`config.mk`:
```
export PLATFORM = sky130hd
export DESIGN_NAME = icetap_capture_ctrl
export DESIGN_NICKNAME = d
export VERILOG_FILES = /design/src/rtl/icetap_capture_ctrl.sv
export SDC_FILE = /design/constraint.sdc
export NUM_CORES = 1
export LEC_CHECK = 0
export CAP_MARGIN = 10
export CORE_UTILIZATION = 35
export DETAILED_ROUTE_END_ITERATION = 10
export PLACE_DENSITY = 0.68
export REMOVE_ABC_BUFFERS = 1
export SLEW_MARGIN = 20
export SYNTH_ARGS = -nofsm -noshare
export SYNTH_HDL_FRONTEND = slang
export SYNTH_SLANG_ARGS = --single-unit
```
`constraint.sdc`:
```
create_clock -name clk -period 2.2 [get_ports clk]
set_input_delay 0.22 -clock clk [delete_from_list [all_inputs] [get_ports clk]]
set_output_delay 0.22 -clock clk [all_outputs]
set_load 0.005 [all_outputs]
```
`src/rtl/icetap_capture_ctrl.sv`:
```
// icetap_capture_ctrl: trigger/capture engine of the icetap logic analyzer.
// Streams qualified samples of signals_in into the capture RAM as a circular
// pre-trigger buffer followed by a fixed-length post-trigger window.
// Optional feature macro: ICETAP_TIMESTAMP_EN prepends a saturating
// inter-write delta timestamp to every stored sample.
module icetap_capture_ctrl #(
    parameter int NR_SIGNALS = 8,
    parameter int ADDR_BITS  = 8,
    parameter int TS_BITS    = 8,
`ifdef ICETAP_TIMESTAMP_EN
    localparam int RAM_DATA_BITS = NR_SIGNALS + TS_BITS
`else
    // no timestamp field in this build
    localparam int RAM_DATA_BITS = NR_SIGNALS + 0 * TS_BITS
`endif
) (
    input  logic                      clk,
    input  logic                      reset_,
    input  logic                      cmd_start,
    input  logic                      cmd_abort,
    input  logic [3*NR_SIGNALS-1:0]   store_mask,
    input  logic [3*NR_SIGNALS-1:0]   trigger_mask,
    input  logic [ADDR_BITS-1:0]      post_trig_cnt,
    input  logic [NR_SIGNALS-1:0]     signals_in,
    output logic                      ram_wr_ena,
    output logic [ADDR_BITS-1:0]      ram_wr_addr,
    output logic [RAM_DATA_BITS-1:0]  ram_wr_data,
    output logic [1:0]                state,
    output logic                      wrapped,
    output logic [ADDR_BITS-1:0]      trigger_addr,
    output logic [ADDR_BITS-1:0]      stop_addr
);

    typedef enum logic [1:0] {
        IDLE  = 2'd0,
        ARMED = 2'd1,
        POST  = 2'd2,
        DONE  = 2'd3
    } state_t;

    state_t                  cur_state;
    state_t                  nxt_state;
    logic [NR_SIGNALS-1:0]   s1;
    logic [NR_SIGNALS-1:0]   s2;
    logic [ADDR_BITS-1:0]    wr_addr;
    logic [ADDR_BITS-1:0]    post_cnt;
    logic                    store_hit;
    logic                    trig_hit;
    logic                    wr_now;
    logic                    arm_now;
    logic                    trig_now;
    logic                    stop_now;
`ifdef ICETAP_TIMESTAMP_EN
    logic [TS_BITS-1:0]      ts;
`endif

    // One 3-bit qualifier code against the current/previous sample of a signal
    function automatic logic code_match(input logic [2:0] code, input logic cur, input logic prev);
        case (code)
            3'b001:  return cur;
            3'b010:  return ~cur;
            3'b011:  return cur ^ prev;
            3'b101:  return cur & ~prev;
            3'b110:  return ~cur & prev;
            default: return 1'b1;
        endcase
    endfunction

    assign state = cur_state;

    // Two-stage sample pipeline: s1 is the current sample, s2 the previous one
    always_ff @(posedge clk or negedge reset_) begin
        if (!reset_) begin
            s1 <= '0;
            s2 <= '0;
        end else begin
            s1 <= signals_in;
            s2 <= s1;
        end
    end

    // AND-reduce the per-signal store and trigger qualifiers
    always_comb begin
        store_hit = 1'b1;
        trig_hit  = 1'b1;
        for (int unsigned i = 0; i < NR_SIGNALS; i++) begin
            store_hit = store_hit & code_match(store_mask[3*i +: 3], s1[i], s2[i]);
            trig_hit  = trig_hit  & code_match(trigger_mask[3*i +: 3], s1[i], s2[i]);
        end
    end

    // State register
    always_ff @(posedge clk or negedge reset_) begin
        if (!reset_) begin
            cur_state <= IDLE;
        end else begin
            cur_state <= nxt_state;
        end
    end

    // Next-state decode and per-cycle write/trigger/stop decisions
    always_comb begin
        nxt_state = cur_state;
        wr_now    = 1'b0;
        arm_now   = 1'b0;
        trig_now  = 1'b0;
        stop_now  = 1'b0;
        if (cmd_abort) begin
            nxt_state = IDLE;
        end else begin
            case (cur_state)
                IDLE, DONE: begin
                    if (cmd_start) begin
                        nxt_state = ARMED;
                        arm_now   = 1'b1;
                    end
                end
                ARMED: begin
                    if (trig_hit) begin
                        wr_now   = 1'b1;
                        trig_now = 1'b1;
                        if (post_trig_cnt == '0) begin
                            nxt_state = DONE;
                            stop_now  = 1'b1;
                        end else begin
                            nxt_state = POST;
                        end
                    end else if (store_hit) begin
                        wr_now = 1'b1;
                    end
                end
                POST: begin
                    if (store_hit) begin
                        wr_now = 1'b1;
                        if (post_cnt == ADDR_BITS'(1)) begin
                            nxt_state = DONE;
                            stop_now  = 1'b1;
                        end
                    end
                end
                default: nxt_state = IDLE;
            endcase
        end
    end

    // RAM write port, address bookkeeping and capture result registers
    always_ff @(posedge clk or negedge reset_) begin
        if (!reset_) begin
            ram_wr_ena   <= 1'b0;
            ram_wr_addr  <= '0;
            ram_wr_data  <= '0;
            wr_addr      <= '0;
            post_cnt     <= '0;
            wrapped      <= 1'b0;
            trigger_addr <= '0;
            stop_addr    <= '0;
        end else begin
            ram_wr_ena <= wr_now;
            if (arm_now) begin
                wr_addr <= '0;
                wrapped <= 1'b0;
            end
            if (wr_now) begin
                ram_wr_addr <= wr_addr;
`ifdef ICETAP_TIMESTAMP_EN
                ram_wr_data <= {ts, s1};
`else
                ram_wr_data <= s1;
`endif
                wr_addr <= wr_addr + 1'b1;
                if (cur_state == ARMED && wr_addr == '1) begin
                    wrapped <= 1'b1;
                end
            end
            if (trig_now) begin
                trigger_addr <= wr_addr;
                post_cnt     <= post_trig_cnt;
            end else if (wr_now && cur_state == POST) begin
                post_cnt <= post_cnt - 1'b1;
            end
            if (stop_now) begin
                stop_addr <= wr_addr;
            end
        end
    end

`ifdef ICETAP_TIMESTAMP_EN
    // Saturating cycles-since-last-write counter
    always_ff @(posedge clk or negedge reset_) begin
        if (!reset_) begin
            ts <= '0;
        end else if (arm_now) begin
            ts <= '0;
        end else if (wr_now) begin
            ts <= TS_BITS'(1);
        end else if (ts != '1) begin
            ts <= ts + 1'b1;
        end
    end
`endif

endmodule

```
After elaboration in Yosys (flattened, before gate mapping)
Cells that the tools add are included.

Register bits after elaboration: 68. Input bits: 68. Output and inout bits: 36.

Add/subtract/negate cells: 2. Eq/ne operators: 89. Multiplexer cells: 46. Bitwise operators: 54. Reductions and logical operators: 8.

Operator list (number): $eq 3x2->1 const B (32); $eq 3x3->1 const B (32); $pmux 1 s5 (16); $eq 3x1->1 const B (16); $mux 8 (4); $and 1x1->1 (30); $mux 1 (18); $not 1->1 (16); $ne 3x3->1 const B (4); $mux 2 (5); $add 8x1->8 const B (1); $eq 8x1->1 const B (1); $eq 8x8->1 const B (1); $logic_not 8->1 (1); $sub 8x1->8 const B (1); $xor 1x1->1 (8); $pmux 2 s3 (1); $eq 2x2->1 const B (2); $pmux 1 s2 (2); $reduce_and 4->1 (1); $reduce_bool 2->1 (2); $eq 2x1->1 const B (1); $logic_and 1x1->1 (2); $logic_not 2->1 (1); $reduce_or 2->1 (1).

Depth between registers and ports, before layout
Gate-level depths: netlist (run 1).

Depth in word-level cells: 17. Gate-level depth with buffers: 13.

Worst setup path before layout (run 1)
Ideal clock, no wire load.

Path type: reg2reg. From: reg s1[4]. To: reg wr_addr[7]. Library setup time: 0.078 ns. Data arrival time: 2.374 ns. Data required time: 2.122 ns. Setup slack: -0.251 ns. Cell stages (with the launch flop): 10. Buffers on the path: 0. Period minus slack after synthesis: 2.451 ns. Path through: dfrtp_1 -> inv_1 -> ha_1 -> o21ai_0 -> a22oi_1 -> a2111oi_4 -> nand2_2 -> o22a_1 -> or4_1 -> a21boi_1.

Cells in the longest elaborated chain, start to end: 12. Elaborated cells between the ends (all ways): 20. Classes of those cells: mux: 7; bitwise: 12; reduce/logical: 1.

RTL lines: from (decl) (RTL line 43) `logic [NR_SIGNALS-1:0] s1;`; from (signal assigned) (RTL line 77) `s1 <= signals_in;`; $not 1->1 (RTL line 61, 64); $and 1x1->1 (RTL line 64) `3'b110: return ~cur & prev;`; $pmux 1 s5 (RTL line 59) `case (code)`; $and 1x1->1 (4 in a row) (RTL line 87) `store_hit = store_hit & code_match(store_mask[3*i +: 3], s1[i], s2[i]);`; $mux 1 (RTL line 128, 133); $mux 1 (RTL line 119) `if (trig_hit) begin`; $pmux 1 s2 * (RTL line 111) `case (cur_state)`; $mux 1 * (RTL line 108) `if (cmd_abort) begin`; $mux 8 / $reduce_bool 2->1 (equally long branches); to (signal assigned) (RTL line 170) `wr_addr <= wr_addr + 1'b1;`; to (decl) (RTL line 45) `logic [ADDR_BITS-1:0] wr_addr;`.

Every way passes the cells marked *; elsewhere a longest branch is shown, timed or not. A chain may end at the register's enable or synchronous reset.

Final worst setup path (run 1)
From: reg s1[4]. To: reg ram_wr_addr[5].

Cells in the longest elaborated chain, start to end: 11. Elaborated cells between the ends (all ways): 18. Classes of those cells: mux: 6; bitwise: 12.

RTL lines: $not 1->1 (RTL line 61, 64); $and 1x1->1 (RTL line 64); $pmux 1 s5 (RTL line 59); $and 1x1->1 (4 in a row) (RTL line 87); $mux 1 (RTL line 128, 133); $mux 1 (RTL line 119); $pmux 1 s2 * (RTL line 111); $mux 1 * (RTL line 108); to (signal assigned) (RTL line 164) `ram_wr_addr <= wr_addr;`; to (decl) (RTL line 26) `output logic [ADDR_BITS-1:0] ram_wr_addr,`.

Marks and branches as above.

==> results of run 1 <==
-- per-layer routing --
layer	vias to the layer above	track usage, %
li1	1675	-
met1	1698	22.7
met2	86	33.1
met3	13	4.84
met4	0	4.86
met5	-	0
-- worst register-to-register path, cell delays in order, from the launching register on --
cell and delay, ns:
dfrtp_1 0.39, inv_2 0.08, ha_4 0.19, o21ai_0 0.24
a22oi_2 0.11, a2111oi_4 0.38, buf_4 0.17, nand2_2 0.05
o22a_4 0.27, buf_4 0.14, buf_6 0.13, mux2_2 0.26
-- area by class of cell --
class | instances | area, um2 | share of cell area (%)
Clock buffer | 10 | 138 | 2.23
Clock inverter | 6 | 87.6 | 1.42
Inverter | 34 | 130 | 2.11
Multi-Input combinational cell | 266 | 2330 | 37.7
Sequential cell | 68 | 1700 | 27.5
Tap cell | 136 | 170 | 2.75
Timing Repair Buffer | 165 | 1620 | 26.3
-- flip-flops by register name, indices dropped and copies added (netlist names), 8 cells and up --
signal        count
post_cnt          8
trigger_addr      8
s1                8
stop_addr         8
wr_addr           8
ram_wr_data       8
s2                8
ram_wr_addr       8
-- final timing paths --
| kind | to | slack, ns |
|---|---|---|
| worst max-delay path | ram_wr_addr[5]$_DFFE_PN0P_ | -0.34 |
| min in group asynchronous | ram_wr_addr[2]$_DFFE_PN0P_ | 0.38 |
| worst max register to register | ram_wr_addr[5]$_DFFE_PN0P_ | -0.34 |
| worst min register to register | ram_wr_data[4]$_DFFE_PN0P_ | 0.49 |
| worst min-delay path | s1[5]$_DFF_PN0_ | 0.31 |
| max in group asynchronous | post_cnt[6]$_DFFE_PN0P_ | 1.05 |
-- synth_stat cells, types with 3 or more instances --
library cell and number:
xnor2_1 4, o31ai_1 3, o22ai_1 5, a22oi_1 10
nor2_1 20, o21ai_0 39, a22o_1 5, a21o_1 4
a21boi_0 5, nor2b_1 4, mux2_2 28, a211o_1 3
mux2i_1 12, nor3_1 3, nand3_1 8, inv_1 34
nand4_1 3, clkbuf_1 5, nand2_1 27, ha_1 21
a21oi_1 16, nor3b_1 6, nand2b_1 10, dfrtp_1 68
-- stage by stage --
stage               total power, mW  hold slack (ns)
floorplan                      1.81          -0.0756
global placement               2.22            0.230
detailed placement             2.25            0.231
CTS                            3.54            0.306
global route                   3.79            0.306
finish                         3.59            0.311
-- cell families after synthesis --
logic type,after synthesis,share of synthesized area (%)
buf+inv,41,4.13
fa+ha+maj,21,6.95
flops,68,45.0
simple gates,95,13.1
compound gates,104,17.7
xor+xnor,4,0.926
mux,42,12.2
-- power groups by stage --
stage	Clock [mW]	Combinational [mW]	Sequential (mW)
detailed placement	0	0.819	1.43
finish	1.17	1.01	1.42
global route	1.25	1.11	1.43
floorplan	0	0.387	1.43
CTS	1.19	0.936	1.41
global placement	0	0.799	1.42
-- timing repair --
action,CTS,global route
buffers inserted,6,8
resized for setup,80,52
pin swaps,33,21
hold buffers,1,0
gates cloned,2,0
setup endpoints to repair,52,52
endpoints found under the hold margin,22,0
==> flow_metrics.tcl, run 1 <==
set metrics [dict create \
    rows 37 \
    drv_cap 0 \
    rr_worst_depth 11 \
    drt_first_pass_iters 4 \
    drv_slew 0 \
    fmax_mhz 394 \
    setup_violations 52 \
    outcome "finished, violations left" \
    final_cell_mix "102 x clkdlybuf4s50_1, 68 x dfrtp_1, 42 x buf_4, 29 x inv_1, 20 x nor2_1" \
    power_density_nw_per_um2 582 \
    fin_area_um2 6180 \
    path_common_cell "buf_4" \
    worstMarginPinSlew_ns 0.526 \
    vdd_drop_max_mv 0.310 \
    synth_cell_types 48 \
    coreArea_um2 10400 \
    relSlewSlack_pct 64.9 \
    port_buffers 103 \
    clockBufferDepth 2 \
    synth_edf_count 0 \
    drive_gt1_share_pct 32.8 \
    dp_hpwl_um 7200 \
    hold_viol 0 \
    ys_ff_latch 68 \
    dieArea_um2 11200 \
    synth_seq_area_share_pct 45.0 \
    dr_total_vias 3472 \
    dp_slack_ns -0.620 \
    grt_pass1_vias 3550 \
    yosysTopAreaCellShare_pct 45.0 \
    wl_um 10300 \
    cts-root-buf "clkbuf_8" \
    grt_max_degree 34 \
    worst-path-max-fanout 7 \
    drtIter0Drc 159 \
    drt-met1-wl_um 4490 \
    track_usage_pct 18.8 \
    setup_tns_ns -13.03 \
    wl_per_cell_um 15.1 \
    clk_pin_slew_ns 0.08 \
    ant_nets 0 \
    fill_cells 868 \
    antenna_found_initial 0 \
    p_sw_share_pct 28.7 \
    critPathKind "reg2reg" \
    diodes 0 \
    drcViolationCount 0 \
    failed_checks "setup timing" \
    setup_slack_ns -0.338 \
    cp_num_buf_inv 4 \
    wl_met2_um 5220 \
    clock_power_share_pct 32.6 \
    fp.dieW_um 106 \
    p_int_mw 2.56 \
    nets 633 \
    place_area_um2 5330 \
    crit_arrival_ns 2.77 \
    insertion_delay_ns 0.34 \
    cts_tree "done" \
    holdCritStartpoint "signals_in[5]" \
    cp-end-kind "flop" \
    min_path_type "in2reg" \
    top_layer "met4" \
    cts-buffers-inserted 9 \
    finalCriticalPeriod_ns 2.54 \
    grt_first_pass_wirelength_um 16600 \
    startpoint "s1[4]$_DFF_PN0_" \
    overflow 0 \
    die_h_um 106 \
    dpl.cell_count 652 \
    pin_count 104 \
    power_leakage_nw 2.77 \
    whs_path_depth 1 \
    wl_met3_um 492 \
    cts_sinks 68 \
    htree_levels 3 \
    rsz0062_at_grt "yes" \
    gp_congestion 0.854 \
    drt-vias-per-instance 5.07 \
    combPwrFrac_pct 28.0 \
    synth_flop_cell "dfrtp_1" \
    cpPeakStageDelay_ns 0.39 \
    synth.cell_area_um2 3780 \
    start_util_pct 36.3 \
    cpLargestDelayFamily "compound AO/OA/AOI/OAI gates" \
    layout_commonest_cell "clkdlybuf4s50_1" \
    syn_to_final_growth_pct 63.4 \
    cp-start-kind "flop" \
    netlist_top_cells_area "dfrtp_1 45%, mux2_2 8.3%, ha_1 6.9%" \
    cp.depth 11 \
    synthArstFlopShare_pct 100 \
    syn_avg_cell_area_um2 10.1 \
    instances_no_fill 685 \
    p_sw_mw 1.03 \
    synthCells 375 \
    p_seq_share_pct 39.4 \
    yosysTopAreaCell "dfrtp_1" \
    cp_cell_sequence "inv_2 > ha_4 > o21ai_0 > a22oi_2 > a2111oi_4 > buf_4 > nand2_2 > o22a_4 > buf_4 > buf_6 > mux2_2" \
    postLayoutCoreUtil_pct 59.3 \
    crit_slowest_cell "dfrtp_1" \
    critPathRequiredTime_ns 2.43 \
    reg2reg_from "s1[4]$_DFF_PN0_" \
    fin_crit_sh_pct 115 \
    synth_warnings 0 \
    finalClockSkew_ns 0.00868 \
]
Power figures use the tool's default switching activity.
==> run 2: changes to the inputs <==
--- a/config.mk
+++ b/config.mk
@@ -5,8 +5,9 @@
 export SDC_FILE = /design/constraint.sdc
 export NUM_CORES = 1
 export LEC_CHECK = 0
-export CAP_MARGIN = 10
+export CAP_MARGIN = 25
 export CORE_UTILIZATION = 35
+export CTS_BUF_LIST = sky130_fd_sc_hd__clkbuf_2 sky130_fd_sc_hd__clkbuf_4 sky130_fd_sc_hd__clkbuf_8
 export DETAILED_ROUTE_END_ITERATION = 10
 export PLACE_DENSITY = 0.68
 export REMOVE_ABC_BUFFERS = 1
==> results of run 2 <==
Final layout, timing and power as in run 1 (identical DEF).
==> run 3: changes to the inputs <==
--- a/config.mk
+++ b/config.mk
@@ -8,9 +8,11 @@
 export CAP_MARGIN = 25
 export CORE_UTILIZATION = 35
 export CTS_BUF_LIST = sky130_fd_sc_hd__clkbuf_2 sky130_fd_sc_hd__clkbuf_4 sky130_fd_sc_hd__clkbuf_8
+export CTS_CLUSTER_DIAMETER = 40
 export DETAILED_ROUTE_END_ITERATION = 10
 export PLACE_DENSITY = 0.68
 export REMOVE_ABC_BUFFERS = 1
+export SETUP_SLACK_MARGIN = 0.15
 export SLEW_MARGIN = 20
 export SYNTH_ARGS = -nofsm -noshare
 export SYNTH_HDL_FRONTEND = slang
==> run 3 against run 2 <==
Net effect:
- the flow still finishes with violations (setup timing)
- via count is essentially flat
- clock skew is 0.0012 ns higher
- power hardly changed
- worst hold slack hardly changed
- sequential share of layout area stayed put
- global-route usage stayed put
- first-iteration DRC count is 3.8% higher
- clock-buffer cell count stayed put
- clock power is essentially flat
- register-to-register slack hardly changed
==> flow_metrics.tcl, run 3 (synthesis gave the netlist of run 1 again) <==
set metrics [dict create \
    whs_ns 0.311 \
    setup_violations 52 \
    cp_num_buf_inv 5 \
    coreArea_um2 10400 \
    drcViolationCount 0 \
    multi_input_area_um2 2330 \
    overflow 0 \
    drt_first_pass_iters 4 \
    fp.dieW_um 106 \
    vdd_drop_max_mv 0.310 \
    rows 37 \
    pin_count 104 \
    cpPeakStageDelay_ns 0.39 \
    cp-end-kind "flop" \
    insertion_delay_ns 0.34 \
    outcome "finished, violations left" \
    whs_path_depth 1 \
    grt_first_pass_wirelength_um 16600 \
    syn_to_final_growth_pct 63.4 \
    relSlewSlack_pct 64.9 \
    crit_slowest_cell "dfrtp_1" \
    critPathRequiredTime_ns 2.43 \
    cpLargestDelayFamily "compound AO/OA/AOI/OAI gates" \
    start_util_pct 36.3 \
    cts_sinks 68 \
    dr_total_vias 3469 \
    cp.depth 13 \
    power_density_nw_per_um2 581 \
    cts_tree "done" \
    hold_viol 0 \
    drv_slew 0 \
    critPathKind "reg2reg" \
    grt_max_degree 34 \
    wl_per_cell_um 15.1 \
    fill_cells 868 \
    cp_cell_sequence "inv_2 > ha_4 > o21ai_0 > a22oi_2 > a2111oi_4 > buf_4 > nand2_2 > o22a_4 > buf_4 > buf_6 > buf_16 > nand2_1 > o21ai_0" \
    failed_checks "setup timing" \
    rsz0062_at_grt "yes" \
    fin_crit_sh_pct 115 \
    crit_arrival_ns 2.77 \
    drt-vias-per-instance 5.06 \
    wl_um 10300 \
    setup_slack_ns -0.339 \
    min_path_type "in2reg" \
    diodes 0 \
    port_buffers 103 \
    power_leakage_nw 2.77 \
    dieArea_um2 11200 \
    worstMarginPinSlew_ns 0.526 \
    rr_worst_depth 13 \
    die_h_um 106 \
    finalClockSkew_ns 0.00986 \
    gp_congestion 0.854 \
    dp_slack_ns -0.620 \
    htree_levels 3 \
    dp_hpwl_um 7200 \
    worst-path-max-fanout 8 \
    grt_pass1_vias 3550 \
    cts-root-buf "clkbuf_8" \
    register_area_um2 1700 \
    track_usage_pct 18.8 \
    nets 633 \
    cts-buffers-inserted 9 \
    fmax_mhz 394 \
    finalCriticalPeriod_ns 2.54 \
    clk_pin_slew_ns 0.08 \
    clockBufferDepth 2 \
    cp-start-kind "flop" \
    layout_commonest_cell "clkdlybuf4s50_1" \
    drv_cap 0 \
    p_total_mw 3.59 \
    postLayoutCoreUtil_pct 59.3 \
    drtIter0Drc 165 \
    ant_nets 0 \
    drive_gt1_share_pct 32.8 \
    antenna_found_initial 0 \
    final_cell_mix "102 x clkdlybuf4s50_1, 68 x dfrtp_1, 42 x buf_4, 29 x inv_1, 20 x nor2_1" \
]
run 3: final timing paths:
kind | startpoint | to | slack [ns]
min in group asynchronous | reset_ | ram_wr_addr[2]$_DFFE_PN0P_ | 0.38
hold / removal | signals_in[5] | s1[5]$_DFF_PN0_ | 0.31
hold reg to reg | ram_wr_data[4]$_DFFE_PN0P_ | ram_wr_data[4]$_DFFE_PN0P_ | 0.49
setup / recovery | s1[4]$_DFF_PN0_ | ram_wr_data[4]$_DFFE_PN0P_ | -0.34
setup reg to reg | s1[4]$_DFF_PN0_ | ram_wr_data[4]$_DFFE_PN0P_ | -0.34
max in group asynchronous | reset_ | post_cnt[6]$_DFFE_PN0P_ | 1.05
run 3: routing by layer:
layer,GRT usage [%],part of all wire [%],up-vias
met3,4.84,4.7,13
met1,22.7,43,1697
met5,0,0,-
li1,-,-,1675
met4,4.86,1.3,0
met2,33.1,51,84
run 3: stage by stage:
stage	cells	cell area, um2	setup TNS, ns
after floorplan	368	3750	-17.55
after global placement	652	5330	-19.06
after detailed placement	652	5330	-22.36
after CTS	677	5920	-8.48
after global routing	685	6180	-18.62
final	685	6180	-13.06
run 3: layout make-up:
| type | instances | share of cell area, % |
|---|---|---|
| multi-input cells | 266 | 37.7 |
| flip-flops and latches | 68 | 27.5 |
| repair buffers | 165 | 26.3 |
| well taps | 136 | 2.75 |
| clock buffers | 10 | 2.23 |
| inverters | 34 | 2.11 |
| clock inverters | 6 | 1.42 |
run 3: what timing repair did:
action | CTS | global route
buffers inserted | 6 | 8
pin swaps | 33 | 21
cloned | 2 | 0
hold buffers | 1 | 0
resized for setup | 80 | 52
setup endpoints to repair | 52 | 52
endpoints found under the hold margin | 22 | 0
run 3: where the power goes:
group / internal, mW / total [mW] / switching [mW]
combinational: 0.555 / 1.01 / 0.451
sequential: 1.34 / 1.42 / 0.0773
clock: 0.669 / 1.17 / 0.503
total: 2.56 / 3.59 / 1.03
